### src/rtl/soma_scheduler_pkg.sv
// Shared definitions for the soma scheduler: widths, FIFO sizing and FSM encoding.
package soma_scheduler_pkg;

    // Neuron index width (also width of config_soma_vm_addr and spk_addr)
    localparam int NNW        = 12;
    // Spike index FIFO sizing (FIFO_DEPTH must be a power of 2, >= 2)
    localparam int FIFO_DEPTH = 4;
    localparam int FAW        = 2;

    // FSM state encoding
    localparam logic [1:0] ST_IDLE  = 2'd0;
    localparam logic [1:0] ST_SCAN  = 2'd1;
    localparam logic [1:0] ST_DRAIN = 2'd2;

    typedef enum logic [1:0] {
        IDLE  = ST_IDLE,
        SCAN  = ST_SCAN,
        DRAIN = ST_DRAIN
    } state_e;

    // True when one more outstanding index still fits in the FIFO:
    // queued entries plus the in-flight sample must stay below the depth.
    function automatic logic fifo_has_room(input int fifo_count, input logic pend, input int depth);
        return (fifo_count + int'(pend)) < depth;
    endfunction

endpackage

### src/rtl/soma_scheduler_if.sv
// Bus bundle between the node controller / soma / spike-out environment and the scheduler.
// Handshake: a spike index moves on every rising edge where spk_vld && spk_rdy;
// spk_vld never depends on spk_rdy, and spk_addr is stable while spk_vld is high and not accepted.
interface soma_scheduler_if #(
    parameter int NNW = soma_scheduler_pkg::NNW
);
    // Controller side
    logic           start;
    logic           clear_mode;
    logic [NNW-1:0] neuron_num;
    logic           busy;
    logic           done;
    logic           err_axon_conflict;
    // Soma side
    logic           config_soma_vld;
    logic [NNW-1:0] config_soma_vm_addr;
    logic           config_soma_clear;
    logic           soma_spk_out_fire;
    logic           axon_soma_we;
    // Spike-out side
    logic           spk_vld;
    logic [NNW-1:0] spk_addr;
    logic           spk_rdy;

    // Environment driving the scheduler
    modport master (
        output start, clear_mode, neuron_num, soma_spk_out_fire, axon_soma_we, spk_rdy,
        input  busy, done, err_axon_conflict, config_soma_vld, config_soma_vm_addr,
               config_soma_clear, spk_vld, spk_addr
    );

    // The scheduler itself
    modport slave (
        input  start, clear_mode, neuron_num, soma_spk_out_fire, axon_soma_we, spk_rdy,
        output busy, done, err_axon_conflict, config_soma_vld, config_soma_vm_addr,
               config_soma_clear, spk_vld, spk_addr
    );
endinterface

### src/rtl/soma_scheduler_spk_idx_fifo.sv
// Small synchronous FIFO holding firing neuron indices until spike-out accepts them.
// Simultaneous push and pop are both honoured; pointers wrap modulo DEPTH.
module soma_scheduler_spk_idx_fifo #(
    parameter int W     = 12,
    parameter int DEPTH = 4,
    parameter int AW    = 2
) (
    input  logic          clk,
    input  logic          rst,
    input  logic          push,
    input  logic [W-1:0]  push_data,
    input  logic          pop,
    output logic [W-1:0]  pop_data,
    output logic [AW:0]   count,
    output logic          empty,
    output logic          full
);

    logic [W-1:0]  mem_q [DEPTH];
    logic [W-1:0]  mem_d [DEPTH];
    logic [AW-1:0] wr_ptr_q, wr_ptr_d;
    logic [AW-1:0] rd_ptr_q, rd_ptr_d;
    logic [AW:0]   count_q,  count_d;
    logic          do_push;
    logic          do_pop;

    assign empty    = (count_q == '0);
    assign full     = (count_q == (AW+1)'(DEPTH));
    assign count    = count_q;
    assign pop_data = mem_q[rd_ptr_q];

    // Next-state for storage, pointers and occupancy
    always_comb begin
        mem_d    = mem_q;
        wr_ptr_d = wr_ptr_q;
        rd_ptr_d = rd_ptr_q;
        count_d  = count_q;
        do_pop   = pop && !empty;
        // A push into a full FIFO is only legal when the head leaves in the same cycle
        do_push  = push && (!full || do_pop);
        if (do_push) begin
            mem_d[wr_ptr_q] = push_data;
            wr_ptr_d        = wr_ptr_q + 1'b1;
        end
        if (do_pop) begin
            rd_ptr_d = rd_ptr_q + 1'b1;
        end
        if (do_push && !do_pop) begin
            count_d = count_q + 1'b1;
        end else if (!do_push && do_pop) begin
            count_d = count_q - 1'b1;
        end
    end

    // FIFO state registers
    always_ff @(posedge clk) begin
        if (rst) begin
            mem_q    <= '{default: '0};
            wr_ptr_q <= '0;
            rd_ptr_q <= '0;
            count_q  <= '0;
        end else begin
            mem_q    <= mem_d;
            wr_ptr_q <= wr_ptr_d;
            rd_ptr_q <= rd_ptr_d;
            count_q  <= count_d;
        end
    end

endmodule

### src/rtl/soma_scheduler.sv
// Per-timestep soma sequencer: walks neurons 0..N-1, one per cycle, issuing
// update or clear requests to the soma, and in update mode forwards the index
// of every neuron that fired to the spike-out side through a small FIFO.
module soma_scheduler
    import soma_scheduler_pkg::*;
#(
    parameter int NNW        = soma_scheduler_pkg::NNW,
    parameter int FIFO_DEPTH = soma_scheduler_pkg::FIFO_DEPTH,
    parameter int FAW        = soma_scheduler_pkg::FAW
) (
    input  logic             clk_soma,
    input  logic             rst,
    soma_scheduler_if.slave  bus,
    output state_e           state_dbg
);

    state_e         state_q,     state_d;
    // Counter and limit are one bit wider so N = 2^NNW-1 terminates without wrap
    logic [NNW:0]   cnt_q,       cnt_d;
    logic [NNW:0]   n_q,         n_d;
    logic           mode_q,      mode_d;
    logic           pend_vld_q,  pend_vld_d;
    logic [NNW-1:0] pend_addr_q, pend_addr_d;
    logic           err_q,       err_d;

    logic           issue;
    logic           done;
    logic           room;

    logic [FAW:0]   fifo_count;
    logic           fifo_empty;
    logic           fifo_full;
    logic           fifo_push;
    logic           fifo_pop;
    logic [NNW-1:0] fifo_head;

    // Clear scans never produce spikes, so they issue every cycle; update scans
    // reserve a FIFO slot per outstanding sample so a fire never finds it full.
    assign room = mode_q || (!fifo_full && fifo_has_room(int'(fifo_count), pend_vld_q, FIFO_DEPTH));

    // The soma result belongs to the neuron issued last cycle
    assign fifo_push = pend_vld_q && !mode_q && bus.soma_spk_out_fire;
    assign fifo_pop  = !fifo_empty && bus.spk_rdy;

    // FSM next-state, issue control, sample pipeline and conflict flag
    always_comb begin
        state_d     = state_q;
        cnt_d       = cnt_q;
        n_d         = n_q;
        mode_d      = mode_q;
        pend_vld_d  = 1'b0;
        pend_addr_d = pend_addr_q;
        err_d       = err_q;
        issue       = 1'b0;
        done        = 1'b0;

        // Axon writes during a scan are flagged but do not disturb the scan
        if (state_q != IDLE && bus.axon_soma_we) begin
            err_d = 1'b1;
        end

        case (state_q)
            IDLE: begin
                if (bus.start) begin
                    mode_d  = bus.clear_mode;
                    n_d     = {1'b0, bus.neuron_num};
                    cnt_d   = '0;
                    err_d   = 1'b0;
                    state_d = (bus.neuron_num == '0) ? DRAIN : SCAN;
                end
            end
            SCAN: begin
                if (room) begin
                    issue       = 1'b1;
                    pend_vld_d  = 1'b1;
                    pend_addr_d = cnt_q[NNW-1:0];
                    cnt_d       = cnt_q + (NNW+1)'(1);
                    if (cnt_q + (NNW+1)'(1) == n_q) begin
                        state_d = DRAIN;
                    end
                end
            end
            DRAIN: begin
                if (!pend_vld_q && fifo_empty) begin
                    done    = 1'b1;
                    state_d = IDLE;
                end
            end
            default: begin
                state_d = IDLE;
            end
        endcase
    end

    // Scheduler state registers
    always_ff @(posedge clk_soma) begin
        if (rst) begin
            state_q     <= IDLE;
            cnt_q       <= '0;
            n_q         <= '0;
            mode_q      <= 1'b0;
            pend_vld_q  <= 1'b0;
            pend_addr_q <= '0;
            err_q       <= 1'b0;
        end else begin
            state_q     <= state_d;
            cnt_q       <= cnt_d;
            n_q         <= n_d;
            mode_q      <= mode_d;
            pend_vld_q  <= pend_vld_d;
            pend_addr_q <= pend_addr_d;
            err_q       <= err_d;
        end
    end

    soma_scheduler_spk_idx_fifo #(
        .W     (NNW),
        .DEPTH (FIFO_DEPTH),
        .AW    (FAW)
    ) u_spk_idx_fifo (
        .clk       (clk_soma),
        .rst       (rst),
        .push      (fifo_push),
        .push_data (pend_addr_q),
        .pop       (fifo_pop),
        .pop_data  (fifo_head),
        .count     (fifo_count),
        .empty     (fifo_empty),
        .full      (fifo_full)
    );

    assign bus.config_soma_vld     = issue;
    assign bus.config_soma_vm_addr = cnt_q[NNW-1:0];
    assign bus.config_soma_clear   = issue && mode_q;
    assign bus.spk_vld             = !fifo_empty;
    assign bus.spk_addr            = fifo_head;
    assign bus.busy                = (state_q != IDLE);
    assign bus.done                = done;
    assign bus.err_axon_conflict   = err_q;
    assign state_dbg               = state_q;

endmodule

### src/flat_wrapper.sv
// flat-port wrapper written by rule: the top's interface ports become plain ports
module soma_scheduler_flat import soma_scheduler_pkg::*;
#(
    parameter int NNW        = soma_scheduler_pkg::NNW,
    parameter int FIFO_DEPTH = soma_scheduler_pkg::FIFO_DEPTH,
    parameter int FAW        = soma_scheduler_pkg::FAW
)
  (clk_soma, rst, state_dbg, bus_start, bus_clear_mode, bus_neuron_num, bus_soma_spk_out_fire, bus_axon_soma_we, bus_spk_rdy, bus_busy, bus_done, bus_err_axon_conflict, bus_config_soma_vld, bus_config_soma_vm_addr, bus_config_soma_clear, bus_spk_vld, bus_spk_addr);
  soma_scheduler_if #(.NNW(NNW)) bus_i ();
  input  logic clk_soma;
  input  logic rst;
  output state_e state_dbg;
  input wire logic [$bits(bus_i.start)-1:0] bus_start;
  input wire logic [$bits(bus_i.clear_mode)-1:0] bus_clear_mode;
  input wire logic [$bits(bus_i.neuron_num)-1:0] bus_neuron_num;
  input wire logic [$bits(bus_i.soma_spk_out_fire)-1:0] bus_soma_spk_out_fire;
  input wire logic [$bits(bus_i.axon_soma_we)-1:0] bus_axon_soma_we;
  input wire logic [$bits(bus_i.spk_rdy)-1:0] bus_spk_rdy;
  output wire logic [$bits(bus_i.busy)-1:0] bus_busy;
  output wire logic [$bits(bus_i.done)-1:0] bus_done;
  output wire logic [$bits(bus_i.err_axon_conflict)-1:0] bus_err_axon_conflict;
  output wire logic [$bits(bus_i.config_soma_vld)-1:0] bus_config_soma_vld;
  output wire logic [$bits(bus_i.config_soma_vm_addr)-1:0] bus_config_soma_vm_addr;
  output wire logic [$bits(bus_i.config_soma_clear)-1:0] bus_config_soma_clear;
  output wire logic [$bits(bus_i.spk_vld)-1:0] bus_spk_vld;
  output wire logic [$bits(bus_i.spk_addr)-1:0] bus_spk_addr;
  assign bus_i.start = bus_start;
  assign bus_i.clear_mode = bus_clear_mode;
  assign bus_i.neuron_num = bus_neuron_num;
  assign bus_i.soma_spk_out_fire = bus_soma_spk_out_fire;
  assign bus_i.axon_soma_we = bus_axon_soma_we;
  assign bus_i.spk_rdy = bus_spk_rdy;
  assign bus_busy = bus_i.busy;
  assign bus_done = bus_i.done;
  assign bus_err_axon_conflict = bus_i.err_axon_conflict;
  assign bus_config_soma_vld = bus_i.config_soma_vld;
  assign bus_config_soma_vm_addr = bus_i.config_soma_vm_addr;
  assign bus_config_soma_clear = bus_i.config_soma_clear;
  assign bus_spk_vld = bus_i.spk_vld;
  assign bus_spk_addr = bus_i.spk_addr;
  soma_scheduler #(.NNW(NNW), .FIFO_DEPTH(FIFO_DEPTH), .FAW(FAW)) u_core (.clk_soma(clk_soma), .rst(rst), .bus(bus_i), .state_dbg(state_dbg));
endmodule
### config.mk
export PLATFORM = sky130hd
export DESIGN_NAME = soma_scheduler_flat
export DESIGN_NICKNAME = d
export VERILOG_FILES = /design/src/rtl/soma_scheduler_pkg.sv /design/src/rtl/soma_scheduler_if.sv /design/src/rtl/soma_scheduler_spk_idx_fifo.sv /design/src/rtl/soma_scheduler.sv /design/src/flat_wrapper.sv
export SDC_FILE = /design/constraint.sdc
export NUM_CORES = 1
export LEC_CHECK = 0
export ABC_AREA = 1
export ABC_CLOCK_PERIOD_IN_PS = 3100
export CORE_MARGIN = 10
export CORE_UTILIZATION = 40
export CTS_CLUSTER_DIAMETER = 100
export CTS_CLUSTER_SIZE = 25
export DETAILED_ROUTE_END_ITERATION = 10
export SYNTH_ARGS = -nofsm -noshare
export SYNTH_HDL_FRONTEND = slang
export SYNTH_SLANG_ARGS = --single-unit
### constraint.sdc
create_clock -name clk_soma -period 3.1 [get_ports clk_soma]
set_clock_uncertainty 0.1 [all_clocks]
set_input_delay 0.93 -clock clk_soma [delete_from_list [all_inputs] [get_ports clk_soma]]
set_output_delay 0.93 -clock clk_soma [all_outputs]
set_load 0.02 [all_outputs]
After elaboration in Yosys (flattened, before gate mapping)
Cells that the tools add are included.
{"block": "totals", "regBits": 97, "inputBits": 19}
{"block": "op_classes", "n_addsub": 6, "magnitude_cmp": 4, "n_eq_ne": 8, "mux": 24, "bitwise": 2, "n_reduce_logical": 30}
{"cell": "bitwise mux 48 bit", "count": 1}
{"cell": "2-to-1 mux 12 bit", "count": 3}
{"cell": "less-than comparator 32 x 4 -> 1 bit (second input constant)", "count": 1}
{"cell": "2-to-1 mux 13 bit", "count": 2}
{"cell": "one-hot mux 13 bit (2 select lines)", "count": 1}
{"cell": "binary-select mux 12 bit (select 2 bit)", "count": 1}
{"cell": "demux 12 bit (select 2 bit)", "count": 1}
{"cell": "adder 13 x 1 -> 13 bit (second input constant)", "count": 1}
{"cell": "== test 13 x 12 -> 1 bit", "count": 1}
{"cell": "logical AND 1 bit", "count": 12}
{"cell": "zero test 12 bit", "count": 1}
{"cell": "2-to-1 mux 2 bit", "count": 5}
{"cell": "2-to-1 mux 1 bit", "count": 7}
{"cell": ">= comparator 3 bit (second input constant)", "count": 2}
{"cell": "zero test 1 bit", "count": 6}
{"cell": "2-to-1 mux 3 bit", "count": 2}
{"cell": "inequality test 2 x 1 -> 1 bit (second input constant)", "count": 3}
{"cell": "inverter 2 -> 3 bit", "count": 2}
{"cell": "one-hot mux 2 bit (3 select lines)", "count": 1}
{"cell": "nonzero test 2 bit", "count": 3}
{"cell": "adder 2 x 1 -> 2 bit (second input constant)", "count": 2}
{"cell": "adder 3 x 1 -> 4 bit", "count": 1}
{"cell": "AND reduction 2 bit", "count": 2}
{"cell": "AND reduction 4 bit", "count": 1}
{"cell": "other kinds (11)", "count": 12}

Depth between registers and ports, before layout
{"block": "logic_depth", "depth_word": 10, "mapped_depth": 15}

Modules after synthesis
Synthesis repeated with hierarchy kept, for this count alone.
{"block": "hier_totals", "hier_cells": 833, "area_unflattened_um2": 5355.1}
{"module": "soma_scheduler_spk_idx_fifo", "instances": 1, "cells_per_inst": 498, "area_each_um2": 3089.2, "seq_area_each_um2": 1101.1}
{"module": "soma_scheduler", "instances": 1, "cells_per_inst": 335, "area_each_um2": 2265.9, "seq_area_each_um2": 840.8}

Least setup slack after synthesis
Ideal clock, no wire load.
{"block": "synth_timing", "path_kind": "in2reg", "startpoint": "input port bus_spk_rdy", "endpoint": "register u_core.u_spk_idx_fifo.count_q[2] (netlist: u_core.u_spk_idx_fifo.count[2])", "arrival_ps": 2403, "required_time_ps": 2930, "setup_slack_ps": 527, "cell_stages": 13, "n_path_buf": 1, "path_cell_list": "nand2_1 -> nand3_1 -> nand2_1 -> inv_2 -> buf_2 -> ha_1 -> inv_1 -> fa_1 -> nor2_1 -> nor2_1 -> nand2_1 -> o21ai_0 -> a21oi_1"}
{"block": "synth_between", "elab_chain_len": 7}
{"item": "start, declared", "line": "flat_wrapper.sv:18", "text": "input wire logic [$bits(bus_i.spk_rdy)-1:0] bus_spk_rdy;"}
{"item": "logical AND 1 bit (*)", "line": "soma_scheduler.sv:43", "text": "assign fifo_pop = !fifo_empty && bus.spk_rdy;"}
{"item": "logical AND 1 bit (*)", "line": "soma_scheduler_spk_idx_fifo.sv:38", "text": "do_pop = pop && !empty;"}
{"item": "logical OR 1 bit (*)", "line": "soma_scheduler_spk_idx_fifo.sv:40", "text": "do_push = push && (!full || do_pop);"}
{"item": "logical AND 1 bit (*)", "line": "soma_scheduler_spk_idx_fifo.sv:40"}
{"item": "net u_core.u_spk_idx_fifo.do_push", "line": "soma_scheduler_spk_idx_fifo.sv:24", "text": "logic do_push;"}
{"item": "zero test 1 bit", "line": "soma_scheduler_spk_idx_fifo.sv:50", "text": "end else if (!do_push && do_pop) begin"}
{"item": "logical AND 1 bit", "line": "soma_scheduler_spk_idx_fifo.sv:50"}
{"item": "nonzero test 2 bit (no line)"}
{"item": "end signal, assigned", "line": "soma_scheduler_spk_idx_fifo.sv:66", "text": "count_q <= count_d;"}
{"item": "end, declared", "line": "soma_scheduler_spk_idx_fifo.sv:23", "text": "logic [AW:0] count_q, count_d;"}
Mark *: on every way through the listed nets, which the timed path passes. The rest lies on a longest branch.
A chain may end at the register's enable or synchronous reset.

Worst setup path in the final report
{"block": "layout_timing", "startpoint": "register u_core.u_spk_idx_fifo.rd_ptr_q[1]", "endpoint": "output port bus_spk_addr[3]"}
{"block": "layout_between", "elab_chain_len": 4}
{"item": "start, declared", "line": "soma_scheduler_spk_idx_fifo.sv:22", "text": "logic [AW-1:0] rd_ptr_q, rd_ptr_d;"}
{"item": "start signal, assigned", "line": "soma_scheduler_spk_idx_fifo.sv:65", "text": "rd_ptr_q <= rd_ptr_d;"}
{"item": "inverter 2 -> 3 bit (not written as such)", "line": "soma_scheduler_spk_idx_fifo.sv:30", "text": "assign pop_data = mem_q[rd_ptr_q];"}
{"item": "binary-select mux 12 bit (select 2 bit)", "line": "soma_scheduler_spk_idx_fifo.sv:30"}
{"item": "2-to-1 mux 12 bit (not written as such) (2 in series)", "line": "soma_scheduler_spk_idx_fifo.sv:30"}
{"item": "end, declared", "line": "flat_wrapper.sv:26", "text": "output wire logic [$bits(bus_i.spk_addr)-1:0] bus_spk_addr;"}
No other way between the ends. The select of a mux whose other input is x is not followed.

==> results.py <==
metrics = {
    "synthesis": {
        "synthTopCellsByArea": "dfxtp_1 42%, nand2_1 10%, a21oi_1 9.2%, nand3_1 9.0%, o21ai_0 6.6%",
        "synth_cell_type_count": 33,
        "avgSynthCellArea_um2": 7.01,
        "yosys_warnings": 0,
        "synth_fp_nets": 683,
        "postSynth.asyncResetShare": 0,
        "syn_area_mm2": 0.00460,
        "synthCells": 657,
        "synth_edf_count": 0,
        "synth-main-ff-cell": "dfxtp_1",
        "ys_ff_latch": 97,
        "synth_top_area_frac": 0.422,
        "synth_area_leader_cell": "dfxtp_1",
        "yosysSeqAreaShare": 0.422,
    },
    "cts": {
        "clk_path_buf_depth": 2,
        "cts_buffers": 9,
        "cts-htree-levels": 3,
        "tritoncts": "built",
        "clkLatencyLatePin_ns": 0.34,
        "path_clk_slew_ns": 0.07,
        "root_buffer": "clkbuf_16",
        "clock_sinks": 97,
    },
    "sta": {
        "final_max_slew_viol_count": 0,
        "max_freq_ghz": 0.338,
        "setup_viol": 0,
        "min_period_ns": 2.96,
        "worst_slew_pin_slew_ns": 0.822,
        "period_share": 0.956,
        "rsz0062_at_grt": "no",
        "max-slew-margin-rel": 0.452,
        "tns_ns": 0,
        "hold_viol_final": 0,
    },
    "detailed_routing": {
        "ant_nets": 0,
        "firstDrtPassIters": 6,
        "routed_wl_um": 12700,
        "wl_per_cell_um": 15.1,
        "viasPerCell": 5.26,
        "drtIter0Drc": 368,
        "drc": 0,
        "vias": 4406,
    },
    "power_and_ir_drop": {
        "p_int_w": 0.00273,
        "p_leak_nw": 2.03,
        "total_power_w": 0.00448,
        "power_switching_w": 0.00176,
        "power_per_cell_area_mw_per_mm2": 817,
        "ir_worst_vdd_mv": 0.523,
        "seqPwrFrac": 0.379,
        "pwr-share-comb": 0.373,
        "switching_share": 0.392,
        "p_clk_frac": 0.248,
    },
    "final_layout": {
        "fillers": 1177,
        "drive_gt1_frac": 0.0706,
        "layout_common_cells": "124 x nand2_1, 97 x dfxtp_1, 85 x a21oi_1",
        "final_common_cell": "nand2_1",
        "nets": 716,
        "antennaDiodeCount": 0,
        "areaGrowthSynthToFinish_pct": 19.1,
        "finalNonFillerCells": 837,
    },
    "job": {
        "maxCapViolations": 0,
    },
    "worst_setup_path": {
        "critPathMaxFanout": 7,
        "critPathKind": "flop to output port",
        "start_kind": "flop",
        "worstSetupEndpointType": "output port",
        "required_ns": 2.07,
        "cp.arrival_ns": 1.93,
    },
    "floorplanning": {
        "pin_count": 51,
        "row_count": 39,
        "core_mm2": 0.0113,
        "die_y_um": 127,
        "die_w_um": 127,
        "die-area_mm2": 0.0162,
        "initial_core_util": 0.407,
    },
    "global_routing": {
        "gr-total-overflow": 0,
        "grt_usage": 0.154,
        "grt_pass1_vias": 4236,
        "grt_pass1_wl_um": 20800,
        "grt_max_degree": 53,
        "antenna_found_initial": 0,
    },
    "place": {
        "routabilityCongestion": 0.857,
        "placedCellCount": 822,
        "portBuffers": 50,
        "dpl.hpwl_um": 8900,
    },
    "worst_hold_path": {
        "hold_path_class": "flop to flop",
    },
    "outcome": {
        "status": "finished clean",
    },
}
==> what timing repair did <==
| action | 4_1_cts | 5_1_grt |
|---|---|---|
| resized for setup | 2 | 1 |
| setup endpoints to repair | 2 | 1 |
| buffers inserted | 0 | 0 |
| hold buffers | 0 | 0 |
==> cell usage after synthesis, types with 6 or more instances <==
master and instances:
nor2_1 64, buf_4 12, a21oi_1 85, o22ai_1 12, ha_1 6, dfxtp_1 97
clkbuf_1 22, nand2_1 124, nand3_1 83, buf_2 13, o21ai_0 61, inv_1 44
==> flip-flops by register name, summed over array words and instances (netlist names) <==
| register | cells |
|---|---|
| u_core.u_spk_idx_fifo.rd_ptr_q | 2 |
| u_core.state_dbg | 2 |
| u_core.n_q | 12 |
| u_core.u_spk_idx_fifo.wr_ptr_q | 2 |
| u_core.bus.err_axon_conflict | 1 |
| u_core.pend_addr_q | 12 |
| u_core.pend_vld_q | 1 |
| u_core.u_spk_idx_fifo.count | 3 |
| u_core.mode_q | 1 |
| u_core.cnt_q | 13 |
| u_core.u_spk_idx_fifo.mem_q | 48 |
==> metrics by stage <==
stage	util	cell area [µm²]	hold slack, ns	setup WS, ns
floorplan	-	4600	0.336	0.527
global placement	0.458	5190	0.345	0.204
detailed placement	0.458	5190	0.348	0.128
CTS	0.484	5480	0.357	0.0161
global route	0.485	5490	0.377	0.00735
finish	0.485	5490	0.356	0.137
==> cell type report <==
class / instances / area (µm²) / share of cell area
Multi-Input combinational cell: 466 / 2250 / 0.410
Sequential cell: 97 / 1940 / 0.354
Timing Repair Buffer: 70 / 647 / 0.118
Clock buffer: 10 / 239 / 0.0436
Tap cell: 143 / 179 / 0.0326
Inverter: 46 / 173 / 0.0315
Clock inverter: 5 / 56.3 / 0.0103
==> path summary, 6_finish.rpt <==
kind	startpoint	to	slack (ns)	cells after the start
hold / removal	u_core.u_spk_idx_fifo.mem_q[14]	u_core.u_spk_idx_fifo.mem_q[14]	0.36	2
setup reg to reg	u_core.state_dbg[0]	u_core.cnt_q[1]	0.62	9
setup / recovery	u_core.u_spk_idx_fifo.rd_ptr_q[1]	bus_spk_addr[3]	0.14	5
hold reg to reg	u_core.u_spk_idx_fifo.mem_q[14]	u_core.u_spk_idx_fifo.mem_q[14]	0.36	2
==> metal layers <==
metal	part of all wire	GRT usage	vias up
li1	-	-	2244
met1	0.45	0.185	2010
met2	0.48	0.257	129
met3	0.054	0.0405	23
met4	0.022	0.0549	0
met5	0	0	-
==> power by group through the flow <==
stage | clock network (W) | registers [W] | logic, W
6_report | 0.00111 | 0.00170 | 0.00167
5_1_grt | 0.00118 | 0.00173 | 0.00187
4_1_cts | 0.00113 | 0.00169 | 0.00169
3_5_place_dp | 0 | 0.00172 | 0.00168
3_3_place_gp | 0 | 0.00171 | 0.00166
2_1_floorplan | 0 | 0.00165 | 0.00109
==> cell families (layout without fill, tap and decap cells) <==
logic type               after synthesis  count (layout)  synth area share
buffers and inverters                 94             131            0.0902
AND/OR/NAND/NOR                      292             292             0.276
adder cells (fa/ha/maj)                7               7            0.0207
flip-flops                            97              97             0.422
AO/OA/AOI/OAI                        163             163             0.184
XOR/XNOR                               4               4           0.00761
==> critical path: stages, from the launching register on <==
cell and delay [ns]:
dfxtp_1 0.36, inv_1 0.19, buf_4 0.18, o21ai_0 0.10, o22ai_1 0.13, clkdlybuf4s50_1 0.63
No activity file was read; power rests on OpenSTA's default activity.
==> RTL edit 1: new RTL, same settings <==
Make the reset (`rst`) asynchronous in 2 clocked blocks.
--- a/src/rtl/soma_scheduler_spk_idx_fifo.sv
+++ b/src/rtl/soma_scheduler_spk_idx_fifo.sv
@@ -54,5 +54,5 @@
 
     // FIFO state registers
-    always_ff @(posedge clk) begin
+    always_ff @(posedge clk or posedge rst) begin
         if (rst) begin
             mem_q    <= '{default: '0};
--- a/src/rtl/soma_scheduler.sv
+++ b/src/rtl/soma_scheduler.sv
@@ -94,5 +94,5 @@
 
     // Scheduler state registers
-    always_ff @(posedge clk_soma) begin
+    always_ff @(posedge clk_soma or posedge rst) begin
         if (rst) begin
             state_q     <= IDLE;
Behaviour: differs if rst is asserted again (counterexample within 4 cycles, from zero or initial values and one cycle with rst high); with rst held inactive, the same outputs for 4 cycles.
==> RTL edit 1 against the original RTL <==
Register-to-register slack gained 130 ps; global-route usage shrank 1.7 points; clock power is essentially flat; synthesized area grew 4.2%; count of clock-buffer cells in the layout grew 1; setup slack gained 3.1 ps; sequential cell count is the same; routed wire length shrank 13%; fmax grew 0.11%; power grew 14%; sequential power grew 13%; cell area grew 4.3%; largest power group is now combinational cells; via count shrank 16%.
==> RTL edit 1: results (changes against the original RTL) <==
- Worst Hold Slack: 398 ps (was 356 ps)
- Register area share after synthesis: 50.6% (was 42.2%)
- Fraction of the mapped netlist area in adder cells: 1.98% (was 2.07%)
- Nets: 590 (was 716)
- Dpl ws: 120 ps (was 128 ps)
- Inserted Diodes: 0 (unchanged)
- First-pass GRT wire length: 18.6 mm (was 20.8 mm)
- DR iter-0 viols: 247 (was 368)
- Met2 WL: 5.26 mm (was 6.02 mm)
- Met1 Usage GRT: 16.7% (was 18.5%)
- Mux contribution to synthesized area: 11.5% (was 0%)
- Netlist cell types: 30 (was 33)
- Ys async rst share: 100% (was 0%)
- Seq. pwr: 1.92 mW (was 1.70 mW)
- Routed wl met3: 586 um (was 683 um)
- Pleak: 2.69 nW (was 2.03 nW)
- 1st-pass router iterations: 4 (was 6)
- Post-CTS resize count: 1 (was 2)
- Worst Path Max Fanout: 4 (was 7)
- Final wirelength: 11.0 mm (was 12.7 mm)
- Clock share of power: 21.7% (was 24.8%)
- Post-DP Area: 5420 um2 (was 5190 um2)
- Met3 Use GR: 3.96% (was 4.05%)
- Synth Area in XOR/XNOR: 0.913% (was 0.761%)
- Compound-Gate Fraction of Synth Area: 9.29% (was 18.4%)
- Hpwl dp: 7.88 mm (was 8.90 mm)
- Maximum VDD drop: 0.000494 V (was 0.000523 V)
- Met2 global-route usage: 23.4% (was 25.7%)
- Tightest Pin Transition: 521 ps (was 822 ps)
- Post-Synthesis Cells: 516 (was 657)
- Worst R2R Setup Slack: 750 ps (was 620 ps)
- Switching share of power: 37.7% (was 39.2%)
- # placed instances: 696 (was 822)
- Worst setup startpoint: u_core.state_dbg[0] (was u_core.u_spk_idx_fifo.rd_ptr_q[1])
- Largest net degree at the start of global routing: 98 (was 53)
- Post-synth top cells: dfrtp_1, nand2_1, o21ai_0 (was nand2_1, dfxtp_1, a21oi_1)
- Sink of the worst hold path: u_core.n_q[10] (was u_core.u_spk_idx_fifo.mem_q[14])
- Vias in the first global route: 3773 (was 4236)
- Status: finished, final reports clean (unchanged)
- WL met1: 5.04 mm (was 5.67 mm)
- GP Congestion: 0.843 (was 0.857)
- Proportion of layout cells with a drive suffix above 1: 16.2% (was 7.06%)
- Mapped Nets: 542 (was 683)
- Via Count: 3698 (was 4406)
## RTL edit 1: area by class of cell
cell class | count | area, um2
clock inverter | 5 | 62.6
tap | 143 | 179
clock buffer | 11 | 233
inverter | 47 | 180
timing repair buffer | 65 | 632
fill | 1145 | 5840
multi-input combinational | 344 | 2010
sequential | 97 | 2430
## RTL edit 1: how the worst max path moves through the flow
stage                                     end  slack, ps  cells after the start
4_1_cts                      bus_spk_addr[11]         20                      4
6_report                  bus_config_soma_vld        140                      5
3_5_place_dp   u_core.u_spk_idx_fifo.count[2]        120                     11
5_1_grt                   bus_config_soma_vld          2                      5
3_3_place_gp   u_core.u_spk_idx_fifo.count[2]        170                     11
2_1_floorplan  u_core.u_spk_idx_fifo.count[1]        690                      7
## RTL edit 1: worst register-to-register path, cell delays in order, from the launching register on
cell and delay, ps:
dfrtp_1 420, nand3_1 90, a21oi_1 240, nor2_2 80
buf_4 180, inv_2 360, nand2_1 440, o21ai_0 340
==> RTL edit 2: new RTL, same settings <==
Made on the original files. The package constant `FAW` goes from 2 to 4.
--- a/src/rtl/soma_scheduler_pkg.sv
+++ b/src/rtl/soma_scheduler_pkg.sv
@@ -6,5 +6,5 @@
     // Spike index FIFO sizing (FIFO_DEPTH must be a power of 2, >= 2)
     localparam int FIFO_DEPTH = 4;
-    localparam int FAW        = 2;
+    localparam int FAW        = 4;
 
     // FSM state encoding
Function: changed (Yosys sat finds a counterexample within 10 cycles, from zero or initial values and one cycle with rst high).
==> RTL edit 2 against the original RTL <==
Cell area up 6.9%; sequential cell count up 4; routed wire length is 5.7% lower; critical path depth did not move; via count grew 0.82%; highest routed layer unchanged; worst hold slack lost 13 ps; largest power group unchanged; largest cell class unchanged; synthesized area is 5.9% higher; register-to-register slack improved by 30 ps; cell count increased by 4.5%; sequential power is 5% higher; setup slack worse by 37 ps; power rose by 4.4%.
==> RTL edit 2: results (changes against the original RTL) <==
- Fraction of the mapped netlist area in adder cells: 2.72% (was 2.07%)
- Power after layout: 4.68 mW (was 4.48 mW)
- 1st-pass router iterations: 7 (was 6)
- Signal buffers: 71 (was 70)
- Fin crit share: 96.8% (was 95.6%)
- Switching power: 1.73 mW (was 1.76 mW)
- Post-Synthesis Cells: 685 (was 657)
- Final Non-Filler Cells: 875 (was 837)
- GRT Total Usage: 14.4% (was 15.4%)
- Seq. pwr: 1.78 mW (was 1.70 mW)
- GP Congestion: 0.851 (was 0.857)
- First-pass GRT wire length: 20.0 mm (was 20.8 mm)
- RR Endpoint: u_core.u_spk_idx_fifo.count[3] (was u_core.cnt_q[1])
- Proportion of layout cells with a drive suffix above 1: 8.24% (was 7.06%)
- Synth Area in XOR/XNOR: 0.898% (was 0.761%)
- Reg-to-reg startpoint: u_core.u_spk_idx_fifo.count[4] (was u_core.state_dbg[0])
- Largest net degree at the start of global routing: 86 (was 53)
- Fraction of area in multi-input gates: 38.8% (was 41.0%)
- Max-slew headroom: 72.2% (was 45.2%)
- Via Count: 4442 (was 4406)
- # placed instances: 858 (was 822)
- Dpl ws: -90.8 ps (was 128 ps)
- Post-Syn Area: 4880 um2 (was 4600 um2)
- Maximum VDD drop: 0.000472 V (was 0.000523 V)
- Post-DP Area: 5500 um2 (was 5190 um2)
- Hpwl dp: 8.56 mm (was 8.90 mm)
- Compound-Gate Fraction of Synth Area: 23.8% (was 18.4%)
- Area Overhead vs Synth: 20.3% (was 19.1%)
- Clock network area share: 5.70% (was 5.38%)
- Multi-input comb cells: 446 (was 466)
- Netlist cell types: 38 (was 33)
- Clock buffer cells: 11 (was 10)
- Status: finished, final reports clean (unchanged)
- R2R depth: 13 (was 9)
- Nets: 752 (was 716)
- Vias in the first global route: 4110 (was 4236)
- Sequential cell area share: 34.5% (was 35.4%)
- Count of non-CTS inverters in the layout: 94 (was 46)
- Mapped Nets: 714 (was 683)
- Register area share after synthesis: 41.5% (was 42.2%)
- Post-CTS resize count: 1 (was 2)
- Top cells by area, synth: dfxtp_1, a21oi_1, o21ai_0 (was dfxtp_1, nand2_1, a21oi_1)
- FILL cells: 1161 (was 1177)
-- RTL edit 2: cell types whose count changed in the layout (fill, tap and decap cells not counted), moves of 4 or more --
cell | before | now
inv_1 | 44 | 90
nand3_1 | 83 | 37
a21oi_1 | 85 | 123
nand2_1 | 124 | 92
o21ai_0 | 61 | 93
nor2_1 | 63 | 39
o22ai_1 | 12 | 1
dlymetal6s2s_1 | 1 | 8
clkdlybuf4s50_1 | 47 | 42
nand2_2 | 1 | 5
nand4_1 | 3 | 7
nor4_1 | 1 | 5
-- RTL edit 2: worst min path at each step --
stage | start | to | slack [ps] | depth (start not counted)
after CTS | u_core.u_spk_idx_fifo.mem_q[19] | u_core.u_spk_idx_fifo.mem_q[19] | 350 | 2
after global routing | u_core.u_spk_idx_fifo.mem_q[22] | u_core.u_spk_idx_fifo.mem_q[22] | 360 | 2
final | u_core.u_spk_idx_fifo.mem_q[21] | u_core.u_spk_idx_fifo.mem_q[21] | 340 | 2
after global placement | u_core.u_spk_idx_fifo.mem_q[37] | u_core.u_spk_idx_fifo.mem_q[37] | 330 | 2
after detailed placement | u_core.u_spk_idx_fifo.mem_q[19] | u_core.u_spk_idx_fifo.mem_q[19] | 330 | 2
after floorplan | u_core.u_spk_idx_fifo.mem_q[12] | u_core.u_spk_idx_fifo.mem_q[12] | 320 | 2
-- RTL edit 2: critical path, cell delays in order, from the launching register on --
cell and delay, ps:
dfxtp_2 380, clkinvlp_2 250, o21ai_0 160, a21oi_1 70, a21oi_1 140, clkdlybuf4s50_1 620
-- RTL edit 2: per-layer routing --
layer  share of wire [%]  vias up  global-route usage, %
met5                   0        -                      0
met4                 1.1        0                   3.92
met3                 5.3       12                   5.28
met2                  46       95                   22.1
met1                  48     2000                   18.7
li1                    -     2335                      -
